==> src/rtl/mm_pkg.sv <==
// Shared constants and state type for the row-at-a-time matrix-multiply sequencer.
package mm_pkg;

  localparam int DIM       = 16;
  localparam int INT_BITS  = 7;
  localparam int FRAC_BITS = 9;
  localparam int AW_A      = $clog2(DIM * DIM);
  localparam int AW_B      = $clog2(DIM);

  typedef enum logic [2:0] {
    IDLE,
    FEED,
    DRAIN,
    OUT,
    DONE
  } mm_sched_state_t;

endpackage

==> src/rtl/mm_sched_dly.sv <==
// MEM_LAT-deep delay line aligning {mac_en, mac_first} with SRAM read data.
module mm_sched_dly #(
  parameter int MEM_LAT = 1
) (
  input  logic       clk,
  input  logic       flush_i,
  input  logic [1:0] din_i,
  output logic [1:0] dout_o
);

  logic [1:0] sr_q [MEM_LAT];

  // NOTE: every stage is cleared by flush so a cancelled run leaves no stray MAC strobes behind.
  always_ff @(posedge clk) begin
    if (flush_i) begin
      for (int s = 0; s < MEM_LAT; s++) sr_q[s] <= '0;
    end else begin
      sr_q[0] <= din_i;
      for (int s = 1; s < MEM_LAT; s++) sr_q[s] <= sr_q[s-1];
    end
  end

  assign dout_o = sr_q[MEM_LAT-1];

endmodule

==> src/rtl/mm_row_sched.sv <==
// Row-at-a-time sequencer for C = A x B over a shared row of DIM MAC lanes.
// Optional perf counters are enabled with MM_ROW_SCHED_PERF_EN.
module mm_row_sched #(
  parameter int DIM     = mm_pkg::DIM,
  parameter int MEM_LAT = 1
) (
  input  logic                        clk,
  input  logic                        rst,
  input  logic                        start,
  input  logic                        abort,
  output logic                        busy,
  output logic                        done,
  output logic                        a_rd_en,
  output logic [$clog2(DIM*DIM)-1:0]  a_addr,
  output logic                        b_rd_en,
  output logic [$clog2(DIM)-1:0]      b_addr,
  output logic                        mac_en,
  output logic                        mac_first,
  output logic                        row_valid,
  input  logic                        row_ready,
  output logic [$clog2(DIM)-1:0]      row_idx
`ifdef MM_ROW_SCHED_PERF_EN
  ,
  output logic [31:0]                 perf_cycles,
  output logic [31:0]                 perf_stalls
`endif
);

  import mm_pkg::*;

  localparam int B_W = $clog2(DIM);
  localparam int C_W = $clog2(MEM_LAT + 1);

  mm_sched_state_t state_q, state_d;
  logic [B_W-1:0]  i_q, i_d;
  logic [B_W-1:0]  k_q, k_d;
  logic [C_W-1:0]  cnt_q, cnt_d;

  // NOTE: state registers use non-blocking assignments only; the next-state logic below is purely combinational.
  always_ff @(posedge clk) begin
    if (rst) begin
      state_q <= IDLE;
      i_q     <= '0;
      k_q     <= '0;
      cnt_q   <= '0;
    end else begin
      state_q <= state_d;
      i_q     <= i_d;
      k_q     <= k_d;
      cnt_q   <= cnt_d;
    end
  end

  // NOTE: defaults first so no path through the case leaves a variable unassigned (no latches).
  always_comb begin
    state_d = state_q;
    i_d     = i_q;
    k_d     = k_q;
    cnt_d   = cnt_q;
    if (abort && (state_q != IDLE)) begin
      state_d = IDLE;
      i_d     = '0;
      k_d     = '0;
      cnt_d   = '0;
    end else begin
      case (state_q)
        IDLE: begin
          if (start && !abort) begin
            state_d = FEED;
            i_d     = '0;
            k_d     = '0;
          end
        end
        FEED: begin
          if (k_q == B_W'(DIM - 1)) begin
            state_d = DRAIN;
            k_d     = '0;
            cnt_d   = '0;
          end else begin
            k_d = k_q + 1'b1;
          end
        end
        DRAIN: begin
          if (cnt_q == C_W'(MEM_LAT - 1)) state_d = OUT;
          else                            cnt_d   = cnt_q + 1'b1;
        end
        OUT: begin
          if (row_ready) begin
            if (i_q == B_W'(DIM - 1)) begin
              state_d = DONE;
            end else begin
              state_d = FEED;
              i_d     = i_q + 1'b1;
              k_d     = '0;
            end
          end
        end
        DONE: begin
          state_d = IDLE;
          i_d     = '0;
        end
        default: state_d = IDLE;
      endcase
    end
  end

  assign busy      = (state_q != IDLE);
  assign done      = (state_q == DONE);
  assign a_rd_en   = (state_q == FEED);
  assign b_rd_en   = a_rd_en;
  assign a_addr    = {i_q, k_q};
  assign b_addr    = k_q;
  assign row_valid = (state_q == OUT);
  assign row_idx   = i_q;

  // The MAC controls follow the read strobe through the delay line, never the FSM state.
  logic [1:0] dly_out;

  mm_sched_dly #(.MEM_LAT(MEM_LAT)) u_dly (
    .clk     (clk),
    .flush_i (abort | rst),
    .din_i   ({a_rd_en, a_rd_en && (k_q == '0)}),
    .dout_o  (dly_out)
  );

  assign mac_en    = dly_out[1];
  assign mac_first = dly_out[0];

`ifdef MM_ROW_SCHED_PERF_EN
  logic        start_acc;
  logic [31:0] perf_cycles_q, perf_stalls_q;

  assign start_acc = (state_q == IDLE) && start && !abort;

  always_ff @(posedge clk) begin
    if (rst || start_acc) begin
      perf_cycles_q <= '0;
      perf_stalls_q <= '0;
    end else begin
      if (busy && (perf_cycles_q != '1))
        perf_cycles_q <= perf_cycles_q + 32'd1;
      if ((state_q == OUT) && !row_ready && (perf_stalls_q != '1))
        perf_stalls_q <= perf_stalls_q + 32'd1;
    end
  end

  assign perf_cycles = perf_cycles_q;
  assign perf_stalls = perf_stalls_q;
`endif

endmodule

==> config.mk <==
export PLATFORM = sky130hd
export DESIGN_NAME = mm_row_sched
export DESIGN_NICKNAME = d
export VERILOG_FILES = /design/src/rtl/mm_pkg.sv /design/src/rtl/mm_sched_dly.sv /design/src/rtl/mm_row_sched.sv
export SDC_FILE = /design/constraint.sdc
export NUM_CORES = 1
export LEC_CHECK = 0
export ABC_AREA = 1
export BUFFER_PORTS_ARGS = -buffer_cell sky130_fd_sc_hd__buf_2
export CORE_UTILIZATION = 51
export CTS_CLUSTER_SIZE = 30
export DETAILED_ROUTE_END_ITERATION = 8
export GPL_ROUTABILITY_DRIVEN = 1
export GPL_TIMING_DRIVEN = 1
export PLACE_DENSITY = 0.91
export SYNTH_ARGS = -nofsm -noshare
export SYNTH_HDL_FRONTEND = slang
export SYNTH_SLANG_ARGS = --single-unit
==> constraint.sdc <==
create_clock -name clk -period 2.1 [get_ports clk]
set_input_delay 0.42 -clock clk [delete_from_list [all_inputs] [get_ports clk]]
set_output_delay 0.42 -clock clk [all_outputs]
set_load 0.01 [all_outputs]
* Word-level counts from Yosys, hierarchy flattened
Memory sizes are Yosys's and may differ from the RTL's. Index checks and enable logic that the tools add are counted.
Word-level totals: memories 1, memory bits (writable) 2, flip-flop bits (word level) 12, word-level logic and storage cells 58, bits of input ports 5
Cells by class: $add $sub $neg 3, eq/ne operators 11, muxes and demuxes 22, reduce and logical (&&, ||, !) cells 16, bitwise operators 1
Memory list:
- u_dly.sr_q | words 1, width 2, rd ports 1, clocked after memory_dff 0, write ports 1, RTL line mm_sched_dly.sv:11 | logic [1:0] sr_q [MEM_LAT];
Operator list (number):
- $mux 4 | 6
- $pmux 4 s3 | 2
- $mux 3 | 5
- $pmux 3 s4 | 1
- $reduce_and 4->1 | 3
- $reduce_bool 3->1 | 3
- $add 4x1->4 const B | 2
- $eq 4x4->1 const B | 2
- $eq 3x2->1 const B | 2
- $mux 1 | 6
- $ne 2x2->1 const B | 3
- $logic_not 4->1 | 1
- $ne 2x1->1 const B | 2
- $reduce_or 2->1 | 2
- $eq 3x1->1 const B | 1
- $eq 3x3->1 const B | 1
- $logic_and 1x1->1 | 3
- $logic_not 3->1 | 1
- $mux 2 | 1
- $pmux 1 s2 | 1
- $reduce_and 2->1 | 1
- $reduce_bool 2->1 | 1
- $add 1x1->1 const B | 1
- $logic_not 1->1 | 1
- $or 1x1->1 | 1

* Longest topological paths before layout
Gate-level depths: netlist of run 1.
depth after elaboration 4, mapped depth 9, gate-level depth less buffers 9

* Hierarchy
A second synthesis of run 1 with hierarchy kept.
Unflattened totals: cell total of the unflattened synthesis 123, area, all modules 878.3 um^2
By module, submodules not included:
- mm_row_sched | seq. area each 220.2 um^2, times used 1, area each 823.3 um^2, cells an instance 117
- mm_sched_dly | seq. area each 40.0 um^2, times used 1, area each 55.1 um^2, cells an instance 6

* Worst setup path before layout of run 1
Ideal clock, no wire load.
path type flip-flop to output port, from reg state_q[2], to out b_rd_en, data required time 1.680 ns, slack 0.819 ns, arrival time 0.861 ns, cell stages (with the launch flop) 5, path buffers 1, cells stage by stage dfxtp_1 > inv_2 > nand3_1 > inv_1 > buf_4
Between the ends: cells in the longest elaborated chain, start to end 1
RTL lines:
- start: declaration | RTL line mm_row_sched.sv:34 | mm_sched_state_t state_q, state_d;
- start signal: assignment | RTL line mm_row_sched.sv:47 | state_q <= state_d;
- $eq 3x1->1 | RTL line mm_row_sched.sv:109 | assign a_rd_en = (state_q == FEED);
- end: declaration | RTL line mm_row_sched.sv:15 | output logic b_rd_en,
No other way between the ends.

* Worst setup path after layout of run 1
from reg state_q[2], to out a_rd_en
Between the ends: cells in the longest elaborated chain, start to end 1
RTL lines:
- $eq 3x1->1 | RTL line mm_row_sched.sv:109
- end: declaration | RTL line mm_row_sched.sv:13 | output logic a_rd_en,
No other way between the ends.

==> results of run 1 <==
Yosys cell counts (all sizes together):
library cell,instances,share of area [%]
nor2,20,11
o21ai,1,0.62
inv,17,7.9
nand3,14,8.7
nor3,1,0.62
nand4,2,1.6
buf,9,8.4
a21oi,7,4.3
ha,3,4.7
dfxtp,13,32
and3,2,1.6
or2,2,1.6
nand2,34,17
path summary, 6_finish.rpt:
| kind | cells after the start | startpoint | to |
|---|---|---|---|
| max reg2reg | 8 | row_idx[0] | row_idx[0] |
| min | 4 | rst | u_dly.sr_q[0][1] |
| min reg2reg | 2 | b_addr[3] | b_addr[3] |
| max | 4 | state_q[2] | a_rd_en |
worst max-delay path, delay by kind of cell, from the launching register on:
kind | cells | cell delay (ps)
buffers and inverters | 3 | 440
flip-flops | 1 | 360
AND/OR/NAND/NOR | 1 | 170
cells by family after synthesis:
| kind of cell | Yosys count | share of synthesized area [%] |
|---|---|---|
| adders and majority gates | 3 | 4.65 |
| buffers and inverters | 26 | 16.3 |
| DFF | 13 | 32.2 |
| AOI/OAI and AO/OA | 8 | 4.96 |
| and+or+nand+nor | 75 | 41.9 |
flip-flops by register name (all words and copies together) (netlist names):
register and count:
row_idx 4, u_dly.sr_q 2, state_q 3, b_addr 4
cells in the final DEF (no fill, tap or decap):
cell type	instances
nand2_1	29
nand3_1	14
inv_1	15
ha_1	3
clkbuf_1	1
and3_1	2
or2_2	2
dfxtp_1	13
nand4_1	2
buf_2	27
o21ai_0	1
nor3_1	1
nand2_2	5
clkbuf_4	3
nor2_2	1
inv_2	2
nor2_1	18
nor2_4	1
a21oi_1	7
through the flow:
| stage | setup WS (ps) | power [mW] | cell area (sq um) |
|---|---|---|---|
| final | 443 | 1.04 | 920 |
| after CTS | 434 | 1.05 | 920 |
| after floorplan | 819 | 0.771 | 807 |
| after global routing | 337 | 1.14 | 920 |
| after detailed placement | 722 | 0.887 | 893 |
| after global placement | 763 | 0.867 | 893 |
area by class of cell:
class                           instances  share of cell area, %
Timing Repair Buffer                   27                   14.7
Tap cell                               15                   2.04
Inverter                               17                   6.94
Clock buffer                            4                   2.86
Multi-Input combinational cell         86                   45.2
Sequential cell                        13                   28.3
power by group through the flow:
stage | logic [mW] | clock network (mW) | registers, mW
final | 0.521 | 0.153 | 0.369
after global routing | 0.591 | 0.171 | 0.381
after CTS | 0.519 | 0.159 | 0.369
after detailed placement | 0.511 | 0 | 0.376
after global placement | 0.498 | 0 | 0.369
after floorplan | 0.392 | 0 | 0.380
routing by layer:
metal	vias up	wire, um	part of all wire [%]	global-route usage (%)
met4	0	24	1.3	4.52
met5	-	0	0	0
met2	26	879	49	39.7
li1	430	-	-	-
met3	4	90	5.0	7.39
met1	362	797	45	25.7
==> flow_metrics.env, run 1 <==
export IMPL_outcome="completed"
export IMPL_timing_final_crit_share_pct=78.9
export IMPL_clock_skew_ps=2.93
export IMPL_hold_buffers=0
export IMPL_slowest_stage="dfxtp_1"
export IMPL_relSlewSlack_pct=77.3
export IMPL_wl_mm=1.79
export IMPL_drive_above_1_share_pct=27.9
export IMPL_synthCells=125
export IMPL_seq_power_share_pct=35.4
export IMPL_drc=0
export IMPL_area_growth_syn_to_layout_pct=14.0
export IMPL_place_hpwl_mm=1.40
export IMPL_synth_distinct_cells=17
export IMPL_critPathLaunchType="register"
export IMPL_initial_core_util_pct=58.4
export IMPL_max_freq_ghz=0.603
export IMPL_cap_violations=0
export IMPL_ir_worst_vdd_mv=0.637
export IMPL_core_area_sq_um=1380
export IMPL_p_int_mw=0.560
export IMPL_die_w_um=41.8
export IMPL_crit_type="reg -> out"
export IMPL_clk_pin_slew_worst_paths_ps=80
export IMPL_comb_power_share_pct=50.0
export IMPL_stdcell_count=162
export IMPL_cts_sinks=13
export IMPL_register_area_sq_um=260
export IMPL_worstPathMaxFanout=7
export IMPL_p_leak_nw=0.512
export IMPL_cts_setup_buffers=0
export IMPL_fin_tns_setup_ps=0
export IMPL_synth_nets=133
export IMPL_power_share_clock_pct=14.6
export IMPL_grt_ovfl_total=0
export IMPL_die_area_sq_um=1750
export IMPL_root_buffer="clkbuf_4"
export IMPL_grt_pass1_wl_mm=3.09
export IMPL_postCtsResizedCells=0
export IMPL_p_sw_share_pct=46.4
export IMPL_fillers=124
export IMPL_ys_seq_area_share_pct=32.2
export IMPL_cts_tree="built"
export IMPL_grt_setup_unrepaired="false"
export IMPL_critPathCaptureType="primary output"
export IMPL_max_stage_delay_ps=360
export IMPL_syn_area_sq_um=807
export IMPL_num_rows=13
export IMPL_p_switching_mw=0.484
export IMPL_grt_pass1_vias=750
export IMPL_via_count=822
export IMPL_ys_ff_latch=13
export IMPL_dp_cells=158
export IMPL_postLayoutCoreUtil_pct=66.5
export IMPL_grt_use_total_pct=22.3
export IMPL_antenna_found_initial=0
export IMPL_ys_warn_count=0
export IMPL_crit_chain="inv_2 -> nand3_1 -> inv_1 -> buf_2"
export IMPL_die_h_um=41.8
export IMPL_clk_path_buf_depth=2
export IMPL_clk_insertion_delay_late_ps=270
export IMPL_avgSynthCellArea_sq_um=6.46
export IMPL_crit_required_ps=1680
export IMPL_first_pass_iters=4
export IMPL_power_density_nw_per_um2=1130
export IMPL_io_buffers=27
export IMPL_r2r_slack_ps=690
export IMPL_antenna_cells=0
export IMPL_htreeDepth=1
export IMPL_vias_per_cell=5.07
export IMPL_fin_crit_ps=1660
export IMPL_tightest_slew_ps=338
export IMPL_multi_input_area_sq_um=415
export IMPL_hp_class="in -> reg"
export IMPL_drt_wirelength_per_cell_um=11.1
export IMPL_arrival_ps=1240
export IMPL_hold_viol=0
export IMPL_finalSetupViolations=0
export IMPL_ant_nets=0
export IMPL_place_gp_congestion=0.882
export IMPL_io_pins=28
export IMPL_nets=156
export IMPL_finalMaxSlewViolations=0
export IMPL_drt_iter0_drc=25
export IMPL_cts_inserted_buffers=3
export IMPL_grt_max_degree=9
export IMPL_fin_hold_ws_ps=417
Power figures use the tool's default switching activity.
==> inputs of run 2 (changes only) <==
- ABC_AREA: 1 -> 0
- CORE_UTILIZATION: 51 -> 48
- PLACE_DENSITY: 0.91 -> 0.87
- clock period: 2.1 -> 1.74 ns (I/O delays scaled with it)
==> flow_metrics.env, run 2 <==
export IMPL_power_share_clock_pct=34.5
export IMPL_seq_power_share_pct=55.7
export IMPL_async_flop_share_pct=0
export IMPL_drt_wirelength_per_cell_um=12.3
export IMPL_cap_violations=0
export IMPL_nets=120
export IMPL_avgSynthCellArea_sq_um=8.66
export IMPL_p_sw_share_pct=24.9
export IMPL_drt_iter0_drc=16
export IMPL_wl_mm=1.56
export IMPL_cts_setup_buffers=0
export IMPL_clk_insertion_delay_late_ps=280
export IMPL_syn_area_sq_um=797
export IMPL_hold_buffers=0
export IMPL_total_power_mw=0.549
export IMPL_critical_path_startpoint="state_q[1]"
export IMPL_vias_per_cell=5.59
export IMPL_io_pins=28
export IMPL_hold_viol=0
export IMPL_ys_seq_area_share_pct=32.7
export IMPL_fin_tns_setup_ps=0
export IMPL_ir_worst_vdd_mv=0.489
export IMPL_grt_use_total_pct=18.1
export IMPL_root_buffer="clkbuf_4"
export IMPL_cts_inserted_buffers=3
export IMPL_relSlewSlack_pct=74.2
export IMPL_first_pass_iters=4
export IMPL_antenna_found_initial=0
export IMPL_timing_final_crit_share_pct=94.5
export IMPL_drive_above_1_share_pct=38.7
export IMPL_power_density_nw_per_um2=615
export IMPL_area_growth_syn_to_layout_pct=11.9
export IMPL_ys_warn_count=0
export IMPL_r2r_slack_ps=260
export IMPL_timing_rr_start="row_idx[0]"
export IMPL_synth_top_cell_area_share_pct=32.7
export IMPL_antenna_cells=0
export IMPL_cts_sinks=13
export IMPL_crit_required_ps=1390
export IMPL_final_cell_mix="27 x buf_2, 12 x dfxtp_1, 7 x nand2_1, 7 x nand3_1, 6 x nor2_1"
export IMPL_critPathLaunchType="register"
export IMPL_htreeDepth=1
export IMPL_drc=0
export IMPL_via_count=710
export IMPL_yosys_most_used_dff="dfxtp_1"
export IMPL_fin_crit_ps=1640
export IMPL_clk_path_buf_depth=2
export IMPL_crit_type="reg -> out"
export IMPL_p_int_mw=0.412
export IMPL_clock_skew_ps=2.57
export IMPL_p_leak_nw=0.403
export IMPL_synth_edf_count=0
export IMPL_place_hpwl_mm=1.15
export IMPL_synth_distinct_cells=34
export IMPL_worstPathMaxFanout=12
export IMPL_synth_area_leaders="dfxtp_1 33%, buf_4 11%, ha_1 4.7%"
export IMPL_grt_pass1_vias=546
export IMPL_min_delay_start="start"
export IMPL_grt_setup_unrepaired="false"
export IMPL_die_w_um=42.8
export IMPL_synth_area_leader_cell="dfxtp_1"
export IMPL_p_switching_mw=0.137
export IMPL_initial_core_util_pct=52.3
export IMPL_place_gp_congestion=0.869
export IMPL_synthCells=92
export IMPL_ant_nets=0
export IMPL_synthMostInstantiatedCell="dfxtp_1"
export IMPL_critPathCapture="busy"
export IMPL_num_rows=14
export IMPL_core_area_sq_um=1520
export IMPL_r2r_cells=5
export IMPL_grt_pass1_wl_mm=2.43
export IMPL_die_area_sq_um=1830
export IMPL_cts_tree="built"
export IMPL_ys_ff_latch=13
export IMPL_hp_class="in -> reg"
export IMPL_rr_endpoint="b_addr[3]"
export IMPL_finalMaxSlewViolations=0
export IMPL_ys_top_cells_by_count="13 x dfxtp_1, 12 x buf_4, 7 x nand2_1, 7 x nand3_1, 7 x nor2_1"
export IMPL_comb_power_share_pct=9.8
export IMPL_outcome="completed"
export IMPL_grt_ovfl_total=0
export IMPL_clk_pin_slew_worst_paths_ps=80
export IMPL_die_h_um=42.8
export IMPL_tightest_slew_ps=386
export IMPL_max_freq_ghz=0.608
export IMPL_grt_max_degree=13
export IMPL_synth_nets=100
export IMPL_io_buffers=27
export IMPL_finalSetupViolations=0
export IMPL_layout_commonest_cell="buf_2"
export IMPL_critPathCaptureType="primary output"
export IMPL_arrival_ps=1300
==> run 2: cell count changes in the layout (fill, tap and decap cells not counted), sizes merged, moves of 2 or more <==
| cell | change |
|---|---|
| a32o | +2 |
| nor2 | -13 |
| and3 | -2 |
| nand3 | -6 |
| a31oi | +2 |
| inv | -14 |
| nand4b | +2 |
| o21ai | +5 |
| nor2b | +2 |
| nand3b | +2 |
| or3 | +2 |
| and2 | +2 |
| nand2 | -26 |
| nor3 | +2 |
==> run 2: power by group through the flow <==
stage | clock (mW) | combinational (mW) | sequential [mW]
5_1_grt | 0.211 | 0.0594 | 0.306
3_5_place_dp | 0 | 0.0531 | 0.313
6_report | 0.189 | 0.0535 | 0.306
2_1_floorplan | 0 | 0.0383 | 0.311
4_1_cts | 0.197 | 0.0532 | 0.305
3_3_place_gp | 0 | 0.0531 | 0.312
==> run 2: routing by layer <==
layer	track usage [%]	vias to the layer above	routed length, um
met5	0	-	0
met4	13.1	0	34
met3	5.11	4	69
met2	24.8	19	713
met1	23.6	326	744
li1	-	361	-
==> run 2: worst min path at each step <==
stage | cells after the start | slack, ps | to
final | 3 | 360 | state_q[0]
after CTS | 3 | 360 | state_q[0]
after detailed placement | 1 | 500 | row_idx[3]
after floorplan | 3 | 510 | row_idx[3]
after global placement | 1 | 500 | row_idx[3]
after global routing | 3 | 370 | state_q[0]
==> run 2: final cells by class <==
type | instances | area (sq um)
fillers | 150 | 632
clock buffers | 4 | 26.3
flip-flops and latches | 13 | 262
repair buffers | 27 | 135
inverters | 3 | 11.3
multi-input cells | 64 | 438
well taps | 16 | 20.0
==> run 2: through the flow <==
stage | util [%] | hold slack (ps) | cell area [sq um] | setup slack (ps) | instances
global route | 58.5 | 372 | 892 | 41.6 | 127
finish | 58.5 | 361 | 892 | 96.0 | 127
global placement | 56.6 | 502 | 862 | 297 | 123
detailed placement | 56.6 | 501 | 862 | 256 | 123
CTS | 58.3 | 356 | 888 | 26.7 | 127
floorplan | - | 515 | 797 | 297 | 92
==> run 2: logic make-up after synthesis <==
| group | Yosys count | share of synthesized area, % |
|---|---|---|
| AO/OA/AOI/OAI | 20 | 19.2 |
| adder cells (fa/ha/maj) | 3 | 4.71 |
| buffers and inverters | 15 | 12.7 |
| flip-flops | 13 | 32.7 |
| AND/OR/NAND/NOR | 41 | 30.8 |
==> run 2: critical path, cell delays in order (launching register included) <==
cell,delay [ps]
dfxtp_1,420
or3_4,440
buf_2,150
==> run 2: repair_timing <==
item | in CTS | in global routing
hold endpoints to repair | 0 | 0
gates resized for setup | 0 | 2
endpoints found under the setup margin | 0 | 2
==> inputs of run 3 (changes only) <==
- RECOVER_POWER: unset -> 25
- SLEW_MARGIN: unset -> 10
==> flow_metrics.env, run 3 (synthesis gave the netlist of run 2 again) <==
export IMPL_postCtsResizedCells=0
export IMPL_ant_nets=0
export IMPL_drive_above_1_share_pct=32.4
export IMPL_first_pass_iters=4
export IMPL_cap_violations=0
export IMPL_crit_type="reg -> out"
export IMPL_critPathCapture="busy"
export IMPL_stdcell_count=127
export IMPL_hold_buffers=0
export IMPL_max_freq_ghz=0.609
export IMPL_cts_sinks=13
export IMPL_grt_use_total_pct=18.1
export IMPL_drc=0
export IMPL_place_hpwl_mm=1.15
export IMPL_crit_required_ps=1390
export IMPL_fillers=156
export IMPL_critPathCaptureType="primary output"
export IMPL_clock_skew_ps=1.42
export IMPL_fin_tns_setup_ps=0
export IMPL_clk_path_buf_depth=2
export IMPL_r2r_cells=5
export IMPL_place_gp_congestion=0.869
export IMPL_grt_pass1_wl_mm=2.43
export IMPL_dp_cells=123
export IMPL_antenna_cells=0
export IMPL_grt_pass1_vias=546
export IMPL_cts_tree="built"
export IMPL_grt_max_degree=13
export IMPL_cts_setup_buffers=0
export IMPL_relSlewSlack_pct=75.6
export IMPL_rr_endpoint="b_addr[3]"
export IMPL_grt_setup_unrepaired="false"
export IMPL_htreeDepth=1
export IMPL_io_pins=28
export IMPL_io_buffers=27
export IMPL_cts_inserted_buffers=3
export IMPL_via_count=712
export IMPL_critical_path_startpoint="state_q[1]"
export IMPL_drt_iter0_drc=16
export IMPL_antenna_found_initial=0
export IMPL_hp_class="in -> reg"
export IMPL_die_h_um=42.8
export IMPL_final_cell_mix="20 x buf_2, 12 x dfxtp_1, 8 x clkbuf_1"
export IMPL_clk_insertion_delay_late_ps=280
export IMPL_root_buffer="clkbuf_4"
export IMPL_finalSetupViolations=0
export IMPL_timing_rr_start="row_idx[0]"
export IMPL_wl_mm=1.57
export IMPL_nets=120
export IMPL_power_density_nw_per_um2=621
export IMPL_fin_crit_ps=1640
export IMPL_grt_ovfl_total=0
export IMPL_p_leak_nw=0.373
export IMPL_hold_viol=0
export IMPL_drt_wirelength_per_cell_um=12.4
export IMPL_worstPathMaxFanout=12
export IMPL_finalMaxSlewViolations=0
export IMPL_num_rows=14
export IMPL_timing_final_crit_share_pct=94.4
export IMPL_clk_pin_slew_worst_paths_ps=80
export IMPL_core_area_sq_um=1520
export IMPL_layout_commonest_cell="buf_2"
export IMPL_arrival_ps=1300
export IMPL_vias_per_cell=5.61
export IMPL_die_area_sq_um=1830
export IMPL_tightest_slew_ps=365
export IMPL_die_w_um=42.8
export IMPL_area_growth_syn_to_layout_pct=10.8
export IMPL_r2r_slack_ps=260
export IMPL_initial_core_util_pct=52.3
export IMPL_outcome="completed"
export IMPL_ir_worst_vdd_mv=0.488
export IMPL_critPathLaunchType="register"
==> run 3: how the worst min path moves through the flow <==
| stage | start | to | slack [ps] | depth (start not counted) |
|---|---|---|---|---|
| floorplan | rst | row_idx[3] | 510 | 3 |
| global placement | row_idx[3] | row_idx[3] | 500 | 1 |
| detailed placement | row_idx[3] | row_idx[3] | 500 | 1 |
| CTS | start | state_q[0] | 360 | 3 |
| global route | start | state_q[0] | 370 | 3 |
| finish | start | state_q[0] | 360 | 3 |
==> run 3: per-layer routing <==
| metal | wire (um) | track usage, % | vias up |
|---|---|---|---|
| met1 | 735 | 23.6 | 326 |
| met4 | 34 | 13.1 | 0 |
| met2 | 718 | 24.8 | 21 |
| li1 | - | - | 361 |
| met3 | 82 | 5.11 | 4 |
| met5 | 0 | 0 | - |
==> run 3: per-stage QoR <==
| stage | hold WS (ps) | util, % | power (mW) | setup slack, ps | cell area (sq um) |
|---|---|---|---|---|---|
| after floorplan | 515 | - | 0.349 | 297 | 797 |
| after CTS | 356 | 58.3 | 0.555 | 26.7 | 888 |
| after global placement | 502 | 56.6 | 0.365 | 297 | 862 |
| after global routing | 372 | 58.0 | 0.576 | 41.6 | 883 |
| final | 361 | 58.0 | 0.548 | 96.7 | 883 |
| after detailed placement | 501 | 56.6 | 0.366 | 256 | 862 |
==> run 3: final cells by class <==
| cell class | instances | area, sq um | share of cell area, % |
|---|---|---|---|
| well taps | 16 | 20.0 | 2.27 |
| inverters | 3 | 11.3 | 1.27 |
| repair buffers | 27 | 126 | 14.3 |
| clock buffers | 4 | 26.3 | 2.97 |
| flip-flops and latches | 13 | 262 | 29.6 |
| multi-input cells | 64 | 438 | 49.6 |
==> run 3: critical path, cell delays in order, from the launching register on <==
cell and delay [ps]:
dfxtp_1 420, or3_4 440, buf_2 150
==> run 3: report_power, final <==
part / switching, mW / total, mW / internal [mW]
registers: 0.00498 / 0.306 / 0.301
logic: 0.0313 / 0.0526 / 0.0213
clock network: 0.101 / 0.190 / 0.0889
